==> config.mk <==
export PLATFORM = sky130hd
export DESIGN_NAME = genesis_pad_scanner_flat
export DESIGN_NICKNAME = d
export VERILOG_FILES = /design/src/rtl/genesis_pad_scanner_if.sv /design/src/rtl/genesis_pad_scanner.sv /design/src/flat_wrapper.sv
export SDC_FILE = /design/constraint.sdc
export NUM_CORES = 1
export LEC_CHECK = 0
export ABC_AREA = 1
export CORE_MARGIN = 4
export CORE_UTILIZATION = 52
export CTS_BUF_LIST = sky130_fd_sc_hd__clkbuf_8
export CTS_CLUSTER_SIZE = 25
export DETAILED_ROUTE_END_ITERATION = 10
export GPL_TIMING_DRIVEN = 0
export PLACE_DENSITY = 0.72
export SYNTH_ARGS = -nofsm -noshare
export SYNTH_HDL_FRONTEND = slang
export SYNTH_SLANG_ARGS = --single-unit
==> constraint.sdc <==
create_clock -name clock_50 -period 3.1 [get_ports clock_50]
set_clock_uncertainty 0.15 [all_clocks]
set_input_delay 0.775 -clock clock_50 [delete_from_list [all_inputs] [get_ports clock_50]]
set_output_delay 0.775 -clock clock_50 [all_outputs]
set_load 0.03 [all_outputs]
==> src/rtl/genesis_pad_scanner_if.sv <==
// Pin-side and result-side signals of the Genesis pad scanner.
// The master modport is the scanner itself; the slave modport is the pads plus consumer logic.
interface genesis_pad_scanner_if #(
    parameter int N_PADS = 1
);
    logic [6*N_PADS-1:0]  pad_pins;
    logic                 select_out;
    logic [11*N_PADS-1:0] buttons_held;
    logic [11*N_PADS-1:0] buttons_pressed;
    logic [N_PADS-1:0]    pad_present;
    logic [N_PADS-1:0]    six_btn_pad;
    logic                 frame_done;

    modport master (
        input  pad_pins,
        output select_out, buttons_held, buttons_pressed, pad_present, six_btn_pad, frame_done
    );

    modport slave (
        output pad_pins,
        input  select_out, buttons_held, buttons_pressed, pad_present, six_btn_pad, frame_done
    );
endinterface

==> src/rtl/genesis_pad_scanner.sv <==
// Multi-pad SEGA Genesis reader: shared select sequencing, 3/6-button scan, per-button
// frame debounce, press pulses and optional D-pad auto-repeat.
module genesis_pad_scanner #(
    parameter int N_PADS          = 1,
    parameter int SIX_BTN         = 1,
    parameter int PHASE_CYCLES    = 500,
    parameter int FRAME_GAP       = 100000,
    parameter int DEBOUNCE_FRAMES = 2,
    parameter int REPEAT_EN       = 0,
    parameter int REPEAT_DELAY    = 15,
    parameter int REPEAT_PERIOD   = 5
) (
    input  logic                  clock_50,
    input  logic                  reset_key,
    genesis_pad_scanner_if.master pad
);
    localparam int K      = (SIX_BTN != 0) ? 8 : 2;
    localparam int PH_W   = $clog2(PHASE_CYCLES);
    localparam int GAP_W  = (FRAME_GAP > 1) ? $clog2(FRAME_GAP) : 1;
    localparam int DB_W   = $clog2(DEBOUNCE_FRAMES + 1);
    localparam int RP_MAX = REPEAT_DELAY + REPEAT_PERIOD;
    localparam int RP_W   = $clog2(RP_MAX + 1);

    typedef enum logic [1:0] {S_GAP, S_SCAN, S_COMMIT} state_t;

    state_t           state, state_nx;
    logic [GAP_W-1:0] gap_cnt, gap_nx;
    logic [PH_W-1:0]  ph_cnt, ph_nx;
    logic [2:0]       phase, phase_nx;
    logic             sample_p0;
    logic             commit_p1;
    logic             select_c;
    logic             frame_done_p2;

    always_ff @(posedge clock_50 or negedge reset_key) begin
        if (!reset_key) begin
            state         <= S_GAP;
            gap_cnt       <= '0;
            ph_cnt        <= '0;
            phase         <= '0;
            frame_done_p2 <= 1'b0;
        end else begin
            state         <= state_nx;
            gap_cnt       <= gap_nx;
            ph_cnt        <= ph_nx;
            phase         <= phase_nx;
            frame_done_p2 <= commit_p1;
        end
    end

    always_comb begin
        state_nx  = state;
        gap_nx    = gap_cnt;
        ph_nx     = ph_cnt;
        phase_nx  = phase;
        sample_p0 = 1'b0;
        commit_p1 = 1'b0;
        select_c  = 1'b1;
        case (state)
            S_GAP: begin
                if (gap_cnt == GAP_W'(FRAME_GAP - 1)) begin
                    state_nx = S_SCAN;
                    gap_nx   = '0;
                    ph_nx    = '0;
                    phase_nx = '0;
                end else begin
                    gap_nx = gap_cnt + GAP_W'(1);
                end
            end
            S_SCAN: begin
                // Odd phases drive select low; pins are sampled on the last clock of each phase
                select_c = ~phase[0];
                if (ph_cnt == PH_W'(PHASE_CYCLES - 1)) begin
                    sample_p0 = 1'b1;
                    ph_nx     = '0;
                    if (phase == 3'(K - 1)) state_nx = S_COMMIT;
                    else                    phase_nx = phase + 3'd1;
                end else begin
                    ph_nx = ph_cnt + PH_W'(1);
                end
            end
            S_COMMIT: begin
                commit_p1 = 1'b1;
                state_nx  = S_GAP;
                gap_nx    = '0;
            end
            default: state_nx = S_GAP;
        endcase
    end

    assign pad.select_out = select_c;
    assign pad.frame_done = frame_done_p2;

    for (genvar p = 0; p < N_PADS; p++) begin : g_pad
        logic [5:0]      pins;
        logic [10:0]     cap_p0;
        logic            present_p0;
        logic            six_p0;
        logic [10:0]     raw_p1;
        logic [10:0]     stable_p2, stable_nx;
        logic [10:0]     pressed_p2, press_nx;
        logic            present_p2, six_p2;
        logic [DB_W-1:0] db_cnt [11];
        logic [DB_W-1:0] db_nx  [11];
        logic [RP_W-1:0] rp_cnt [4];
        logic [RP_W-1:0] rp_nx  [4];
        logic [RP_W-1:0] rp_inc;

        assign pins = pad.pad_pins[6*p +: 6];

        // Absent pad reads as all-released so held bits decay through the debouncer
        always_comb begin
            raw_p1 = cap_p0;
            if (SIX_BTN == 0 || !six_p0) raw_p1[8:6] = 3'b000;
            if (!present_p0)             raw_p1      = '0;
        end

        always_comb begin
            stable_nx = stable_p2;
            rp_inc    = '0;
            for (int b = 0; b < 11; b++) begin
                db_nx[b] = db_cnt[b];
                if (raw_p1[b] == stable_p2[b]) begin
                    db_nx[b] = '0;
                end else if (db_cnt[b] == DB_W'(DEBOUNCE_FRAMES - 1)) begin
                    stable_nx[b] = raw_p1[b];
                    db_nx[b]     = '0;
                end else begin
                    db_nx[b] = db_cnt[b] + DB_W'(1);
                end
            end
            press_nx = stable_nx & ~stable_p2;
            for (int d = 0; d < 4; d++) begin
                rp_nx[d] = rp_cnt[d];
                if (REPEAT_EN != 0) begin
                    if (!stable_nx[d] || !stable_p2[d]) begin
                        rp_nx[d] = '0;
                    end else begin
                        rp_inc = (rp_cnt[d] == RP_W'(RP_MAX)) ? rp_cnt[d] : rp_cnt[d] + RP_W'(1);
                        if (rp_inc == RP_W'(RP_MAX)) begin
                            press_nx[d] = 1'b1;
                            rp_nx[d]    = RP_W'(REPEAT_DELAY);
                        end else begin
                            if (rp_inc == RP_W'(REPEAT_DELAY)) press_nx[d] = 1'b1;
                            rp_nx[d] = rp_inc;
                        end
                    end
                end
            end
        end

        always_ff @(posedge clock_50 or negedge reset_key) begin
            if (!reset_key) begin
                cap_p0     <= '0;
                present_p0 <= 1'b0;
                six_p0     <= 1'b0;
                stable_p2  <= '0;
                pressed_p2 <= '0;
                present_p2 <= 1'b0;
                six_p2     <= 1'b0;
                for (int b = 0; b < 11; b++) db_cnt[b] <= '0;
                for (int d = 0; d < 4; d++)  rp_cnt[d] <= '0;
            end else begin
                // Scan capture: pins are active-low
                if (sample_p0) begin
                    case (phase)
                        3'd0: begin
                            cap_p0[3:0] <= ~pins[3:0];
                            cap_p0[9]   <= ~pins[4];
                            cap_p0[10]  <= ~pins[5];
                        end
                        3'd1: begin
                            cap_p0[4]  <= ~pins[4];
                            cap_p0[5]  <= ~pins[5];
                            present_p0 <= (pins[3:2] == 2'b00);
                        end
                        3'd5: six_p0 <= (pins[3:0] == 4'b0000);
                        3'd6: cap_p0[8:6] <= ~pins[2:0];
                        default: ;
                    endcase
                end
                // Commit: debounce, edge and repeat results become visible next clock
                pressed_p2 <= '0;
                if (commit_p1) begin
                    stable_p2  <= stable_nx;
                    pressed_p2 <= press_nx;
                    present_p2 <= present_p0;
                    six_p2     <= (SIX_BTN != 0) && six_p0;
                    for (int b = 0; b < 11; b++) db_cnt[b] <= db_nx[b];
                    for (int d = 0; d < 4; d++)  rp_cnt[d] <= rp_nx[d];
                end
            end
        end

        assign pad.buttons_held[11*p +: 11]    = stable_p2;
        assign pad.buttons_pressed[11*p +: 11] = pressed_p2;
        assign pad.pad_present[p]              = present_p2;
        assign pad.six_btn_pad[p]              = six_p2;
    end
endmodule
==> src/flat_wrapper.sv <==
// flat-port wrapper written by rule: the top's interface ports become plain ports
module genesis_pad_scanner_flat 
#(
    parameter int N_PADS          = 1,
    parameter int SIX_BTN         = 1,
    parameter int PHASE_CYCLES    = 500,
    parameter int FRAME_GAP       = 100000,
    parameter int DEBOUNCE_FRAMES = 2,
    parameter int REPEAT_EN       = 0,
    parameter int REPEAT_DELAY    = 15,
    parameter int REPEAT_PERIOD   = 5
)
  (clock_50, reset_key, pad_pad_pins, pad_select_out, pad_buttons_held, pad_buttons_pressed, pad_pad_present, pad_six_btn_pad, pad_frame_done);
  genesis_pad_scanner_if #(.N_PADS(N_PADS)) pad_i ();
  input  logic clock_50;
  input  logic reset_key;
  input wire logic [$bits(pad_i.pad_pins)-1:0] pad_pad_pins;
  output wire logic [$bits(pad_i.select_out)-1:0] pad_select_out;
  output wire logic [$bits(pad_i.buttons_held)-1:0] pad_buttons_held;
  output wire logic [$bits(pad_i.buttons_pressed)-1:0] pad_buttons_pressed;
  output wire logic [$bits(pad_i.pad_present)-1:0] pad_pad_present;
  output wire logic [$bits(pad_i.six_btn_pad)-1:0] pad_six_btn_pad;
  output wire logic [$bits(pad_i.frame_done)-1:0] pad_frame_done;
  assign pad_i.pad_pins = pad_pad_pins;
  assign pad_select_out = pad_i.select_out;
  assign pad_buttons_held = pad_i.buttons_held;
  assign pad_buttons_pressed = pad_i.buttons_pressed;
  assign pad_pad_present = pad_i.pad_present;
  assign pad_six_btn_pad = pad_i.six_btn_pad;
  assign pad_frame_done = pad_i.frame_done;
  genesis_pad_scanner #(.N_PADS(N_PADS), .SIX_BTN(SIX_BTN), .PHASE_CYCLES(PHASE_CYCLES), .FRAME_GAP(FRAME_GAP), .DEBOUNCE_FRAMES(DEBOUNCE_FRAMES), .REPEAT_EN(REPEAT_EN), .REPEAT_DELAY(REPEAT_DELAY), .REPEAT_PERIOD(REPEAT_PERIOD)) u_core (.clock_50(clock_50), .reset_key(reset_key), .pad(pad_i));
endmodule
==> metrics.cfg, run 1 <==
[final_layout]
nets=584
n_fill_cell=727
drive_gt1_frac=0.0732
stdcell_area_um2=5040
regArea_um2=2280
final_cells=679
multiInputGateArea_um2=1720
n_antenna_cell=0
synthToLayoutAreaGrowth_pct=16.4

[synthesis]
synth_area_um2=4330
synthDistinctLibCells=29
synth_top_area_frac=0.525
ys_seq_area_frac=0.525
ys_warn_count=0
syn-num-nets=539
syn_inst=524
synth_area_leaders=dfrtp_1 (53%), nand2_1 (9.4%), o21ai_0 (6.5%), inv_1 (6.2%), nand3_1 (6.2%)
ys_ff_latch=91
synth_largest_area_cell=dfrtp_1
synth_area_per_cell_um2=8.27

[clock_tree]
clk_pin_slew_ns=0.10
cts_hold_buffers=0
htree_levels=3
root_buffer=clkbuf_8
postCtsSetupRepairBufs=0
cts_made_buffers=9
cts_buffer_depth=2
clock_sinks=91
cts_resized=0
tritoncts=built
clk_latency_ns=0.36

[worst_setup_path]
r2r-end=u_core.ph_cnt[2]
r2r_start=u_core.gap_cnt[0]
cp-start-kind=flip-flop
crit_required_ns=2.17
r2r.worst_path.cells=6
cp_slowest_cell=clkdlybuf4s50_1
critPathArrivalTime_ns=1.81
worstPathMaxFanout=10
crit_buf_inv=3
rrSetupSlack_ns=1.17
crit_family=buffers and inverters
end_kind=output port
max_stage_delay_ns=0.67
crit_type=reg -> out
crit_chain=buf_4 > inv_2 > nor2_4 > nand2_1 > clkdlybuf4s50_1

[grt]
grt_pass1_wl_um=15400
overflow=0
grt_usage=0.189
first_global_vias=3479
grt_antenna_before_repair=0
grt_max_degree=61

[timing]
setup-violations-final=0
rsz0062_at_grt=no
period_minus_slack_ns=2.73
max_slew_margin=0.630
post-route-period-util=0.881
setup_ws_ns=0.369
tightest_slew_ns=0.554
fmax_mhz=366
tns_ns=0
report.final.hold_viol_count=0
drv_slew=0

[drt]
drc_errors=0
viasPerCell=5.13
vias=3480
first_pass_iters=5
drt_iter0_markers=105
final_antenna_net_count=0
routedWlPerCell_um=12.5
routed_wl_um=8510

[power]
powerDensity_nw_per_um2=422
peakVddDrop_v=0.000249
p_leak_nw=2.53

[hold_path]
worstHoldPathType=in -> async

[job]
drv_cap=0

[placement]
place.gp.congestion=0.802
place_ws_ns=0.771
placed_cell_area_um2=4820
dp_cells=663
port_buffers=33
dp_hpwl_um=6100

[outcome]
status=complete, no violations

[floorplan]
ios=34
die_w_um=99.3
rows=33
die_h_um=99.3
fp.dieArea_um2=9860
initial_core_util=0.530
core_area_um2=8180

-- metal layers --
| metal | up-vias | track usage | share of wire |
|---|---|---|---|
| li1 | 1777 | - | - |
| met1 | 1647 | 0.239 | 0.46 |
| met2 | 46 | 0.329 | 0.50 |
| met3 | 10 | 0.0323 | 0.031 |
| met4 | 0 | 0.0651 | 0.014 |
| met5 | - | 0 | 0 |
-- how the worst max path moves through the flow --
stage                         start               end  slack [ns]  cells past startpoint
floorplan           u_core.state[0]    pad_select_out        1.33                      4
finish              u_core.state[0]    pad_select_out        0.37                      5
global placement          reset_key  u_core.ph_cnt[5]       -2.14                      1
detailed placement  u_core.state[0]    pad_select_out        0.77                      5
global route        u_core.state[0]    pad_select_out        0.30                      5
CTS                 u_core.state[0]    pad_select_out        0.37                      5
-- cell usage in the layout (no fill, tap or decap) --
cell type / n
a21oi_1: 25
buf_16: 1
buf_2: 3
buf_4: 3
buf_6: 1
bufinv_16: 2
clkbuf_1: 4
clkbuf_8: 9
clkdlybuf4s50_1: 32
clkinv_2: 1
clkinvlp_4: 1
dfrtp_1: 91
ha_1: 7
inv_1: 72
inv_2: 3
inv_6: 3
nand2_1: 109
nand2_2: 3
nand2_4: 1
nand3_1: 54
nand3b_1: 1
nand4_1: 8
nor2_1: 51
nor2_2: 1
nor2_4: 2
nor3_1: 4
nor3_4: 1
nor3b_1: 1
o21ai_0: 56
o21ai_2: 6
o21bai_1: 4
o22ai_1: 2
or2_2: 1
or3_1: 1
xnor2_1: 1
xor2_1: 9
-- registers in the layout, indices dropped and copies added, names as in the netlist --
name	count
u_core.g_pad.db_cnt	22
u_core.gap_cnt	17
u_core.g_pad.cap_p0	11
u_core.pad.buttons_held	11
u_core.pad.buttons_pressed	11
u_core.ph_cnt	9
u_core.phase	3
u_core.state	2
u_core.g_pad.present_p0	1
u_core.g_pad.six_p0	1
u_core.pad.frame_done	1
u_core.pad.pad_present	1
u_core.pad.six_btn_pad	1
-- final cells by class --
class                           count  share of cell area
Buffer                             10              0.0112
Clock buffer                        9              0.0246
Clock inverter                      7              0.0196
Inverter                           75              0.0558
Multi-Input combinational cell    348               0.341
Sequential cell                    91               0.451
Tap cell                          105              0.0260
Timing Repair Buffer               34              0.0705
-- kinds of logic after synthesis --
kind of cell	Yosys count	share of synthesized area
XOR/XNOR	10	0.0202
flip-flops	91	0.525
AND/OR/NAND/NOR	238	0.241
adder cells (fa/ha/maj)	7	0.0202
buffers and inverters	85	0.0779
AO/OA/AOI/OAI	93	0.115
-- Yosys cell counts (all sizes together) --
cell	instances
a21oi	25
buf	6
clkbuf	4
dfrtp	91
ha	7
inv	75
nand2	113
nand3	54
nand3b	1
nand4	8
nor2	54
nor3	5
nor3b	1
o21ai	62
o21bai	4
o22ai	2
or2	1
or3	1
xnor2	1
xor2	9
-- metrics by stage --
| step | hold WS, ns | power, W | util |
|---|---|---|---|
| 6_report | 0.194 | 0.00213 | 0.617 |
| 5_1_grt | 0.221 | 0.00220 | 0.617 |
| 4_1_cts | 0.203 | 0.00215 | 0.617 |
| 3_5_place_dp | 0.293 | 0.00125 | 0.590 |
| 3_3_place_gp | 0.284 | 0.00125 | 0.587 |
| 2_1_floorplan | 0.303 | 0.00121 | - |
-- where the power goes --
group	switching [W]	internal, W
Combinational	0.0000278	0.0000116
Sequential	0	0.00119
Clock	0.000442	0.000462
(Power assumes the default switching activity.)
==> run 2, diff against run 1 <==
--- a/config.mk
+++ b/config.mk
@@ -9,7 +9,7 @@
 export CORE_MARGIN = 4
 export CORE_UTILIZATION = 52
 export CTS_BUF_LIST = sky130_fd_sc_hd__clkbuf_8
-export CTS_CLUSTER_SIZE = 25
+export CTS_CLUSTER_SIZE = 16
 export DETAILED_ROUTE_END_ITERATION = 10
 export GPL_TIMING_DRIVEN = 0
 export PLACE_DENSITY = 0.72
==> constraint.sdc (replaced) <==
create_clock -name clock_50 -period 3.5 [get_ports clock_50]
set_clock_uncertainty 0.15 [all_clocks]
set_input_delay 0.875 -clock clock_50 [delete_from_list [all_inputs] [get_ports clock_50]]
set_output_delay 0.875 -clock clock_50 [all_outputs]
set_load 0.03 [all_outputs]
==> results of run 2 <==
Same layout as run 1 (identical final DEF). Status: complete, no violations.
Main changes from that run: setup slack after placement 0.771 ns -> 1.07 ns; setup slack after layout 0.369 ns -> 0.669 ns; hold slack 0.194 ns -> 0.294 ns; register-to-register setup slack 1.17 ns -> 1.57 ns; total power 0.00213 W -> 0.00189 W; worst IR drop on VDD 0.000249 V -> 0.000221 V
==> run 3, diff against run 2 <==
==> constraint.sdc (replaced) <==
create_clock -name clock_50 -period 2.93 [get_ports clock_50]
set_clock_uncertainty 0.15 [all_clocks]
set_input_delay 0.7325 -clock clock_50 [delete_from_list [all_inputs] [get_ports clock_50]]
set_output_delay 0.7325 -clock clock_50 [all_outputs]
set_load 0.03 [all_outputs]
==> results of run 3 <==
Same layout as run 1 (identical final DEF). Status: complete, no violations.
Main changes from that run: setup slack after placement 0.771 ns -> 0.643 ns; setup slack after layout 0.369 ns -> 0.242 ns; hold slack 0.194 ns -> 0.151 ns; register-to-register setup slack 1.17 ns -> 1.00 ns; total power 0.00213 W -> 0.00225 W; worst IR drop on VDD 0.000249 V -> 0.000264 V
